### config.mk
export PLATFORM = sky130hd
export DESIGN_NAME = tick_capture_fifo
export DESIGN_NICKNAME = d
export VERILOG_FILES = /design/src/rtl/tick_capture_fifo.sv
export SDC_FILE = /design/constraint.sdc
export NUM_CORES = 1
export LEC_CHECK = 0
export ABC_AREA = 1
export ABC_CLOCK_PERIOD_IN_PS = 4210
export CORE_MARGIN = 4
export CORE_UTILIZATION = 57
export DETAILED_ROUTE_END_ITERATION = 8
export HOLD_SLACK_MARGIN = 0.02
export PLACE_DENSITY = 0.86
export SLEW_MARGIN = 20
export SYNTH_ARGS = -nofsm -noshare
export SYNTH_HDL_FRONTEND = slang
export SYNTH_SLANG_ARGS = --single-unit
export TNS_END_PERCENT = 20
### constraint.sdc
create_clock -name clk -period 4.21 [get_ports clk]
set_input_delay 0.842 -clock clk [delete_from_list [all_inputs] [get_ports clk]]
set_output_delay 0.842 -clock clk [all_outputs]
set_load 0.005 [all_outputs]
### src/rtl/tick_capture_fifo.sv
// Tick-qualified capture FIFO with first-word fall-through output,
// occupancy count and a sticky overflow flag for dropped captures.
module tick_capture_fifo #(
   parameter int N_BITS = 8,
   parameter int DEPTH  = 4
) (
   input  logic                       clk,
   input  logic                       reset,
   input  logic                       clk_enable,
   input  logic                       i_tick,
   input  logic [N_BITS-1:0]          i_data,
   input  logic                       i_ready,
   input  logic                       i_clear_ovf,
   output logic [N_BITS-1:0]          o_data,
   output logic                       o_valid,
   output logic [$clog2(DEPTH):0]     o_level,
   output logic                       o_overflow
);

   localparam int AW = $clog2(DEPTH);
   localparam int PW = AW + 1;

   logic [N_BITS-1:0] mem [DEPTH];
   logic [PW-1:0]     wr_ptr;
   logic [PW-1:0]     rd_ptr;

   logic empty;
   logic full;
   logic push_req;
   logic pop;
   logic push;
   logic drop;

   // The extra pointer MSB tells a full FIFO apart from an empty one.
   always_comb begin
      empty    = (wr_ptr == rd_ptr);
      full     = (wr_ptr[AW] != rd_ptr[AW]) && (wr_ptr[AW-1:0] == rd_ptr[AW-1:0]);
      push_req = clk_enable && i_tick;
      pop      = !empty && i_ready;
      push     = push_req && (!full || pop);
      drop     = push_req && full && !pop;
   end

   // NOTE: sequential state uses non-blocking assignments so every register
   // samples pre-edge values regardless of block ordering.
   always_ff @(posedge clk or negedge reset) begin
      if (!reset) begin
         wr_ptr <= '0;
         rd_ptr <= '0;
      end else begin
         if (push) wr_ptr <= wr_ptr + 1'b1;
         if (pop)  rd_ptr <= rd_ptr + 1'b1;
      end
   end

   // NOTE: storage is deliberately not reset; the pointers alone decide what
   // is visible, so stale words can never reach o_data.
   always_ff @(posedge clk) begin
      if (push) mem[wr_ptr[AW-1:0]] <= i_data;
   end

   // A drop on the same edge as a clear keeps the flag set.
   always_ff @(posedge clk or negedge reset) begin
      if (!reset)           o_overflow <= 1'b0;
      else if (drop)        o_overflow <= 1'b1;
      else if (i_clear_ovf) o_overflow <= 1'b0;
   end

   always_comb begin
      o_valid = !empty;
      o_level = wr_ptr - rd_ptr;
      o_data  = empty ? '0 : mem[rd_ptr[AW-1:0]];
   end

endmodule
=== Yosys cells after proc, flatten, opt, wreduce, memory -nomap -nowiden ===
Memories as Yosys holds them, arrays and structs flattened.
Index checks and enable logic that the tools add are counted.

* $add $sub $neg: 3
* Equal/unequal tests: 3
* Mux-type cells: 5
* Reduce and logical (&&, ||, !) cells: 11

{| class="wikitable"
|+ Operators with widths
! operator !! number
|-
| two-way mux 8 bit || 1
|-
| adder 3 x 1 -> 3 bit (second input constant) || 2
|-
| logical AND 1 bit || 6
|-
| two-way mux 1 bit || 4
|-
| equality test 3 bit || 1
|-
| logical NOT 1 bit || 3
|-
| subtractor 3 bit || 1
|-
| equality test 2 bit || 1
|-
| nonzero test 2 bit || 1
|-
| logical OR 1 bit || 1
|-
| != test 1 bit || 1
|}

* Flip-flop bits (word level): 7
* RAM bits: 32
* Logic and storage cells: 26
* Memories: 1

{| class="wikitable"
|+ Memories
! memory !! depth !! width !! rd ports !! clocked after Yosys merged registers in !! write ports !! line !! text
|-
| mem || 4 || 8 || 1 || 0 || 1 || 23 || <nowiki>logic [N_BITS-1:0] mem [DEPTH];</nowiki>
|}

=== Longest topological paths before layout ===
Gate-level depths: netlist (run 1).

* Depth in word-level cells: 7
* Gate-level depth with buffers: 9
* Gate-level depth less buffers: 8

=== Least setup slack after synthesis (run 1) ===
Ideal clock, no wire load.

* Kind: register to output
* From: reg rd_ptr[1]
* To: out o_data[0]
* Data arrival time: 1.370 ns
* Path slack: 1.998 ns
* Stages on the path, launching flop included: 9
* Buffers on the path: 1
* Cells stage by stage: dfrtp_1 -> buf_2 -> inv_2 -> ha_1 -> nand2_1 -> inv_1 -> nand3_4 -> inv_1 -> a21oi_1

* Longest elaborated chain between the ends: 2
* Elaborated cells between the ends (all ways): 3

{| class="wikitable"
|+ RTL lines
! item !! line !! text
|-
| start: declaration || 25 || <nowiki>logic [PW-1:0] rd_ptr;</nowiki>
|-
| start signal: assignment || 52 || <nowiki>if (pop) rd_ptr <= rd_ptr + 1'b1;</nowiki>
|-
| memory (4 x 8 bit) or equality test 3 bit (tied branches) || -- ||
|-
| two-way mux 8 bit * || 72 || <nowiki>o_data = empty ? '0 : mem[rd_ptr[AW-1:0]];</nowiki>
|-
| end: declaration || 14 || <nowiki>output logic [N_BITS-1:0] o_data,</nowiki>
|}

Mark *: on every way between the ends. The rest lies on a longest branch, timed or not.

=== Worst setup path in the final report (run 1) ===
Ends and elaborated chain as after synthesis.

==> run summary, run 1 <==
### Routing
* **Post-DRT Antenna Nets** 0
* **count of unresolved DRC violations after routing** 0
* **DRT Pass-1 Iters** 4
* **WL per Instance** 13.06 um
* **initial drt markers** 42
* **final routed wirelength across all metal layers** 3.462 mm
* **mean number of vias per cell** 4.823
* **vias** 1278

### Timing
* **number of pins with negative max-slew slack in the final report** 0
* **unrepaired setup endpoints after global routing** false
* **transition time at the pin with the least slew margin** 0.8691 ns
* **min cycle time layout** 3.437 ns
* **share of the cycle needed by the critical path after routing** 81.64%
* **number of hold violations in the final report** 0
* **highest clock frequency the design can meet** 0.2909 GHz
* **worst clock skew on the final layout** 0.01001 ns
* **Worst slew margin** 41.85%
* **number of endpoints failing setup at the final stage** 0
* **Post-Route Setup TNS** 0 ns
* **crit path setup slack, layout** 0.7728 ns

### Floorplan
* **Site Rows** 20
* **die outline area** 0.004270 mm2
* **floorplan core area** 0.003103 mm2
* **count of pins on the block boundary** 27
* **die height** 65.35 um
* **Die X** 65.35 um
* **Initial Utilization** 60.40%

### Pwr
* **Comb pwr share** 51.2%
* **switching power total** 0.5433 mW
* **Internal Dissipation** 0.9076 mW
* **Clock Power Share** 12.4%
* **Leakage** 0.9801 nW
* **switching part of the total** 37.45%
* **Tot Pwr** 1.451 mW
* **power density of the placed cells** 656.2 mW/mm2
* **sequential cell fraction of total power** 36.4%
* **Worst VDD drop** 311.0 uV

### Setup path
* **critical-path cell list** inv_2, ha_1, nand2_1, inv_1, nand3_4, inv_1, a21oi_1, clkdlybuf4s50_1
* **startpoint of the worst register-to-register path** rd_ptr[1]$_DFFE_PN0N_
* **cell count of the worst reg-to-reg path** 7
* **source of the critical timing path** rd_ptr[1]$_DFFE_PN0N_
* **CP max stage cell** sky130_fd_sc_hd__dfrtp_1
* **endpoint of the worst register-to-register path** mem[1][7]$_DFFE_PP_
* **data arrival time of the worst path** 2.60 ns
* **Worst Path Required** 3.37 ns
* **CP startpoint kind** flop
* **most common cell type on the critical path** sky130_fd_sc_hd__inv_1
* **Reg2Reg Setup Slack** 1.70 ns
* **nature of the critical path endpoint** output port
* **capture point of the worst path** o_data[0]
* **Max Fanout on Critical Path** 12
* **Worst path max stage delay** 0.65 ns
* **Crit Path Class** flop to output port

### Placement
* **routability-driven placement congestion ratio** 0.8266
* **dpl hpwl** 2.479 mm
* **worst slack after detailed placement** 1.141 ns
* **Buffers on Ports** 26

### Yosys
* **average cell area after synthesis** 9.813 um2
* **Gate Count Post-Synth** 191
* **Area contributors post-synth** sky130_fd_sc_hd__edfxtp_1 (51%), sky130_fd_sc_hd__nand2_1 (9.8%), sky130_fd_sc_hd__dfrtp_1 (9.3%)
* **synthesis warning total** 0
* **Cell variety after synth** 19
* **nets in the synthesized netlist** 213
* **top-area cell type share of the netlist area** 51.27%
* **sequential-to-total area share from yosys stat** 60.61%
* **netlist area before placement** 0.001874 mm2
* **synthesized flop and latch total** 39
* **largest area contributor in the netlist** sky130_fd_sc_hd__edfxtp_1

### Global route
* **pin count of the biggest net entering global routing** 37
* **global-route wire length before repair** 5.685 mm
* **number of global-route vias before repair** 1289
* **number of antenna violations at the first check in global routing** 0
* **global-route usage over all layers** 18.11%
* **global route total overflow** 0

### Outcome
* **result of the run** finished, final reports clean

### Flow run
* **reported max-cap violation count** 0

### Clock network
* **Gates resized, CTS repair** 0
* **clock-pin slew on the worst setup and hold paths** 0.10 ns
* **post-CTS setup repair buffer count** 0
* **Bufs on Longest Clock Path** 2
* **CTS tree** yes
* **H-Tree Level Count** 2
* **clock insertion delay at the later pin of the skew report** 0.35 ns
* **root buffer cell** sky130_fd_sc_hd__clkbuf_4
* **number of hold buffers added after cts** 0
* **clock sinks** 39
* **clock buffers created by TritonCTS** 5

### Final layout
* **most used cells in the layout excluding fill and tap cells** sky130_fd_sc_hd__nand2_1 (49), sky130_fd_sc_hd__nor2_1 (37), sky130_fd_sc_hd__edfxtp_1 (32)
* **leading cell type in the layout, fill and taps excluded** sky130_fd_sc_hd__nand2_1
* **number of inserted diodes** 0
* **final-stage net count** 242
* **count of fill cells added during filler insertion** 246
* **Layout Utilization** 71.25%
* **register area** 0.001136 mm2
* **total area of multi-input combinational cells** 581.8 um2
* **layout-stage area growth over the synthesis result** 17.96%
* **layout cell share with drive strength beyond 1** 5.882%

### Worst hold path
* **Hold Crit Class** flop to flop

## synthesized netlist by cell type
| cell | n |
|---|---|
| sky130_fd_sc_hd__nand3_4 | 1 |
| sky130_fd_sc_hd__nor2_1 | 37 |
| sky130_fd_sc_hd__o22ai_1 | 1 |
| sky130_fd_sc_hd__inv_2 | 1 |
| sky130_fd_sc_hd__buf_6 | 2 |
| sky130_fd_sc_hd__nand2_1 | 49 |
| sky130_fd_sc_hd__nand2_4 | 2 |
| sky130_fd_sc_hd__a21oi_1 | 8 |
| sky130_fd_sc_hd__edfxtp_1 | 32 |
| sky130_fd_sc_hd__dfrtp_1 | 7 |
| sky130_fd_sc_hd__fa_1 | 1 |
| sky130_fd_sc_hd__nand3_1 | 5 |
| sky130_fd_sc_hd__nand3b_1 | 1 |
| sky130_fd_sc_hd__inv_1 | 30 |
| sky130_fd_sc_hd__buf_4 | 1 |
| sky130_fd_sc_hd__ha_1 | 7 |
| sky130_fd_sc_hd__xor2_1 | 3 |
| sky130_fd_sc_hd__nand2_2 | 1 |
| sky130_fd_sc_hd__buf_2 | 2 |
## worst max-delay path, delay by kind of cell (launching register included)
| kind | cells | cell delay [ns] |
|---|---|---|
| fa+ha+maj | 1 | 0.31 |
| simple gates | 2 | 0.16 |
| compound gates | 1 | 0.19 |
| buf+inv | 4 | 0.93 |
| flops | 1 | 0.65 |
## final cells by class
| class | instances | area share [%] |
|---|---|---|
| clock inverters | 2 | 0.5659 |
| repair buffers | 27 | 12.11 |
| well taps | 44 | 2.490 |
| clock buffers | 6 | 1.868 |
| flip-flops and latches | 39 | 51.39 |
| multi-input cells | 116 | 26.32 |
| inverters | 31 | 5.263 |
## cell families (layout without fill, tap and decap cells)
kind of cell / after synthesis / after routing / share of synthesized area (%)
AND/OR/NAND/NOR: 96 / 96 / 21.43
flip-flops: 39 / 39 / 60.61
buffers and inverters: 36 / 66 / 8.344
AO/OA/AOI/OAI: 9 / 9 / 2.470
adder cells (fa/ha/maj): 8 / 8 / 5.741
XOR/XNOR: 3 / 3 / 1.402
## sequential cells by signal (all words and copies together), names as in the netlist
signal and flops:
wr_ptr 3, mem 32, o_overflow 1, rd_ptr 3
## worst min-delay path by stage
stage / end / slack (ns) / cells after the start / from
CTS: o_overflow$_DFFE_PN0P_ / 0.54 / 2 / o_overflow$_DFFE_PN0P_
floorplan: wr_ptr[0]$_DFFE_PN0P_ / 0.49 / 2 / wr_ptr[0]$_DFFE_PN0P_
global route: o_overflow$_DFFE_PN0P_ / 0.58 / 2 / o_overflow$_DFFE_PN0P_
global placement: o_overflow$_DFFE_PN0P_ / 0.52 / 2 / o_overflow$_DFFE_PN0P_
detailed placement: o_overflow$_DFFE_PN0P_ / 0.53 / 2 / o_overflow$_DFFE_PN0P_
finish: o_overflow$_DFFE_PN0P_ / 0.54 / 2 / o_overflow$_DFFE_PN0P_
## power groups by stage
stage	registers, mW	logic, mW	clock network, mW
detailed placement	0.537	0.753	0
global route	0.536	0.844	0.200
finish	0.528	0.743	0.179
global placement	0.531	0.733	0
floorplan	0.515	0.446	0
CTS	0.528	0.757	0.185
## through the flow
step	instances	instance area (um2)	hold WS (ns)
3_3_place_gp	257	2157	0.5198
3_5_place_dp	257	2157	0.5319
2_1_floorplan	191	1874	0.4950
6_report	265	2211	0.5383
5_1_grt	265	2211	0.5795
4_1_cts	265	2211	0.5432
## layer usage
metal,track usage (%),share of wire [%],routed length (um)
met3,4.103,5.1,175
met1,20.30,38,1331
met4,9.067,2.4,84
met5,0,0,0
met2,32.11,54,1871
Power figures use the tool's default switching activity.
==> run 2: changes to the inputs <==
- ABC_CLOCK_PERIOD_IN_PS: 4210 -> 2900
- CORE_UTILIZATION: 57 -> 48
- PLACE_DENSITY: 0.86 -> 0.78
- clock period: 4.21 -> 2.9 ns (I/O delays scaled with it)
==> run 2 against run 1 <==
Against the previous run:
- cell count grew 3.4%
- sequential cell count is the same
- non-clock buffer count grew 5
- critical path type unchanged
- critical endpoint unchanged
- highest routed layer unchanged
==> run summary, run 2 (synthesis gave the netlist of run 1 again) <==
### Global route
* **number of antenna violations at the first check in global routing** 0, unchanged
* **global-route wire length before repair** 5.678 mm, -0.12%
* **pin count of the biggest net entering global routing** 36, -2.7%
* **number of global-route vias before repair** 1249, -3.1%
* **global-route usage over all layers** 14.93%, -3.2 points
* **global route total overflow** 0, unchanged

### Clock network
* **clock buffers created by TritonCTS** 5, unchanged
* **number of hold buffers added after cts** 0, unchanged
* **post-CTS setup repair buffer count** 0, unchanged
* **clock insertion delay at the later pin of the skew report** 0.29 ns, -0.06 ns
* **H-Tree Level Count** 2, unchanged
* **clock sinks** 39, unchanged
* **Bufs on Longest Clock Path** 2, unchanged
* **CTS tree** yes
* **root buffer cell** sky130_fd_sc_hd__clkbuf_8
* **clock-pin slew on the worst setup and hold paths** 0.07 ns, -0.03 ns
* **Gates resized, CTS repair** 0, unchanged

### Setup path
* **Reg2Reg Setup Slack** 0.87 ns, -0.83 ns
* **Worst Path Required** 2.32 ns, -1.05 ns
* **count of buffering cells on the critical path with inverters included** 4, unchanged
* **data arrival time of the worst path** 2.23 ns, -0.37 ns
* **nature of the critical path endpoint** output port
* **critical-path cell list** inv_1, ha_1, nand2_1, inv_1, nand3_4, inv_1, a21oi_1, clkdlybuf4s50_1
* **Crit Path Class** flop to output port
* **Worst path max stage delay** 0.53 ns, -0.12 ns
* **CP startpoint kind** flop
* **most common cell type on the critical path** sky130_fd_sc_hd__inv_1
* **CP max stage cell** sky130_fd_sc_hd__clkdlybuf4s50_1
* **Max Fanout on Critical Path** 8, -4
* **cell family contributing the most delay on the critical path** buffers and inverters

### Pwr
* **Leakage** 1.020 nW, +4.0%
* **Worst VDD drop** 371.5 uV, +19%
* **power density of the placed cells** 964.7 mW/mm2, +47%

### Placement
* **Buffers on Ports** 26, unchanged
* **routability-driven placement congestion ratio** 0.7654, -7.4%
* **dpl hpwl** 2.389 mm, -3.7%
* **placed cells** 266, +3.5%

### Timing
* **min cycle time layout** 2.810 ns
* **number of hold violations in the final report** 0, unchanged
* **transition time at the pin with the least slew margin** 0.4013 ns, -0.4677 ns
* **unrepaired setup endpoints after global routing** true
* **number of endpoints failing setup at the final stage** 0, unchanged
* **number of pins with negative max-slew slack in the final report** 0, unchanged
* **share of the cycle needed by the critical path after routing** 96.90%
* **worst clock skew on the final layout** 0.007752 ns, -0.002263 ns
* **Worst slew margin** 73.15%, +31 points
* **highest clock frequency the design can meet** 0.3559 GHz

### Final layout
* **number of flip-flops in the largest register** 32, unchanged
* **Layout Utilization** 61.48%, -9.8 points
* **Post-Layout Cell Count** 274, +3.4%
* **layout cell share with drive strength beyond 1** 7.965%, +2.1 points
* **final-stage net count** 247, +2.1%
* **most used cells in the layout excluding fill and tap cells** sky130_fd_sc_hd__nand2_1 (49), sky130_fd_sc_hd__nor2_1 (37), sky130_fd_sc_hd__edfxtp_1 (32)
* **leading cell type in the layout, fill and taps excluded** sky130_fd_sc_hd__nand2_1
* **layout-stage area growth over the synthesis result** 21.90%
* **number of inserted diodes** 0, unchanged

### Routing
* **final routed wirelength across all metal layers** 3.309 mm, -4.4%
* **DRT Pass-1 Iters** 4, unchanged
* **Post-DRT Antenna Nets** 0, unchanged
* **vias** 1254, -1.9%
* **mean number of vias per cell** 4.577, -5.1%
* **initial drt markers** 86, +100%
* **count of unresolved DRC violations after routing** 0, unchanged
* **WL per Instance** 12.08 um, -7.6%

### Floorplan
* **Initial Utilization** 50.44%, -10 points
* **count of pins on the block boundary** 27, unchanged
* **Site Rows** 22, +10%
* **die outline area** 0.004969 mm2, +16%
* **die height** 70.49 um, +7.9%
* **Die X** 70.49 um, +7.9%
* **floorplan core area** 0.003716 mm2, +20%

### Worst hold path
* **Hold Crit Class** flop to flop

### Flow run
* **reported max-cap violation count** 0, unchanged

### Outcome
* **result of the run** finished, final reports clean

-- run 2: changes by cell type in the layout (fill, tap and decap cells not counted), sizes merged --
cell,before,now
buf,1,6
-- run 2: layout make-up --
type                    instances  area (um2)
inverters                      31       116.4
flip-flops and latches         39        1136
multi-input cells             116       581.8
clock inverters                 2       12.51
fillers                       310        1431
repair buffers                 32       305.3
well taps                      48       60.06
clock buffers                   6       72.57
-- run 2: tightest hold or removal path, cell delays in order, from the launching register on --
cell	delay, ns
sky130_fd_sc_hd__dfrtp_1	0.38
sky130_fd_sc_hd__inv_1	0.05
sky130_fd_sc_hd__o22ai_1	0.07
-- run 2: routing by layer --
metal  vias to the layer above  global-route usage, %  wire, um  share of wire (%)
li1                        664                      -         -                  -
met1                       562                  18.02      1506                 46
met2                        19                  24.43      1603                 48
met3                         9                  4.173       118                3.6
met4                         0                  7.234        80                2.4
met5                         -                      0         0                  0
-- run 2: report_power, final --
part | switching, mW | internal (mW) | total (mW) | leakage (nW)
Combinational | 0.563 | 0.547 | 1.11 | 0.599
Clock | 0.183 | 0.168 | 0.351 | 0.0412
Sequential | 0.0486 | 0.694 | 0.742 | 0.379
Total | 0.795 | 1.41 | 2.20 | 1.02
-- run 2: path summary, 6_finish.rpt --
check                                       startpoint                endpoint  cells after the start
max in group asynchronous                        reset   rd_ptr[1]$_DFFE_PN0N_                      1
worst min register to register  o_overflow$_DFFE_PN0P_  o_overflow$_DFFE_PN0P_                      2
worst min-delay path            o_overflow$_DFFE_PN0P_  o_overflow$_DFFE_PN0P_                      2
worst max-delay path             wr_ptr[0]$_DFFE_PN0P_               o_data[0]                      8
min in group asynchronous                        reset   wr_ptr[2]$_DFFE_PN0P_                      1
worst max register to register   wr_ptr[0]$_DFFE_PN0P_     mem[1][7]$_DFFE_PP_                      8
-- run 2: stage by stage --
step                      hold slack (ns)  setup TNS, ns  cell area (um2)  worst slack, ns  power, mW
after CTS                          0.5406              0             2285          0.06156      2.239
after global routing               0.5525        -0.3979             2285         -0.08364      2.399
after detailed placement           0.5302              0             2200           0.3963      1.885
after floorplan                    0.2844              0             1874           0.9501      1.395
after global placement             0.5136              0             2200           0.4433      1.870
final                              0.5403              0             2285          0.08984      2.204
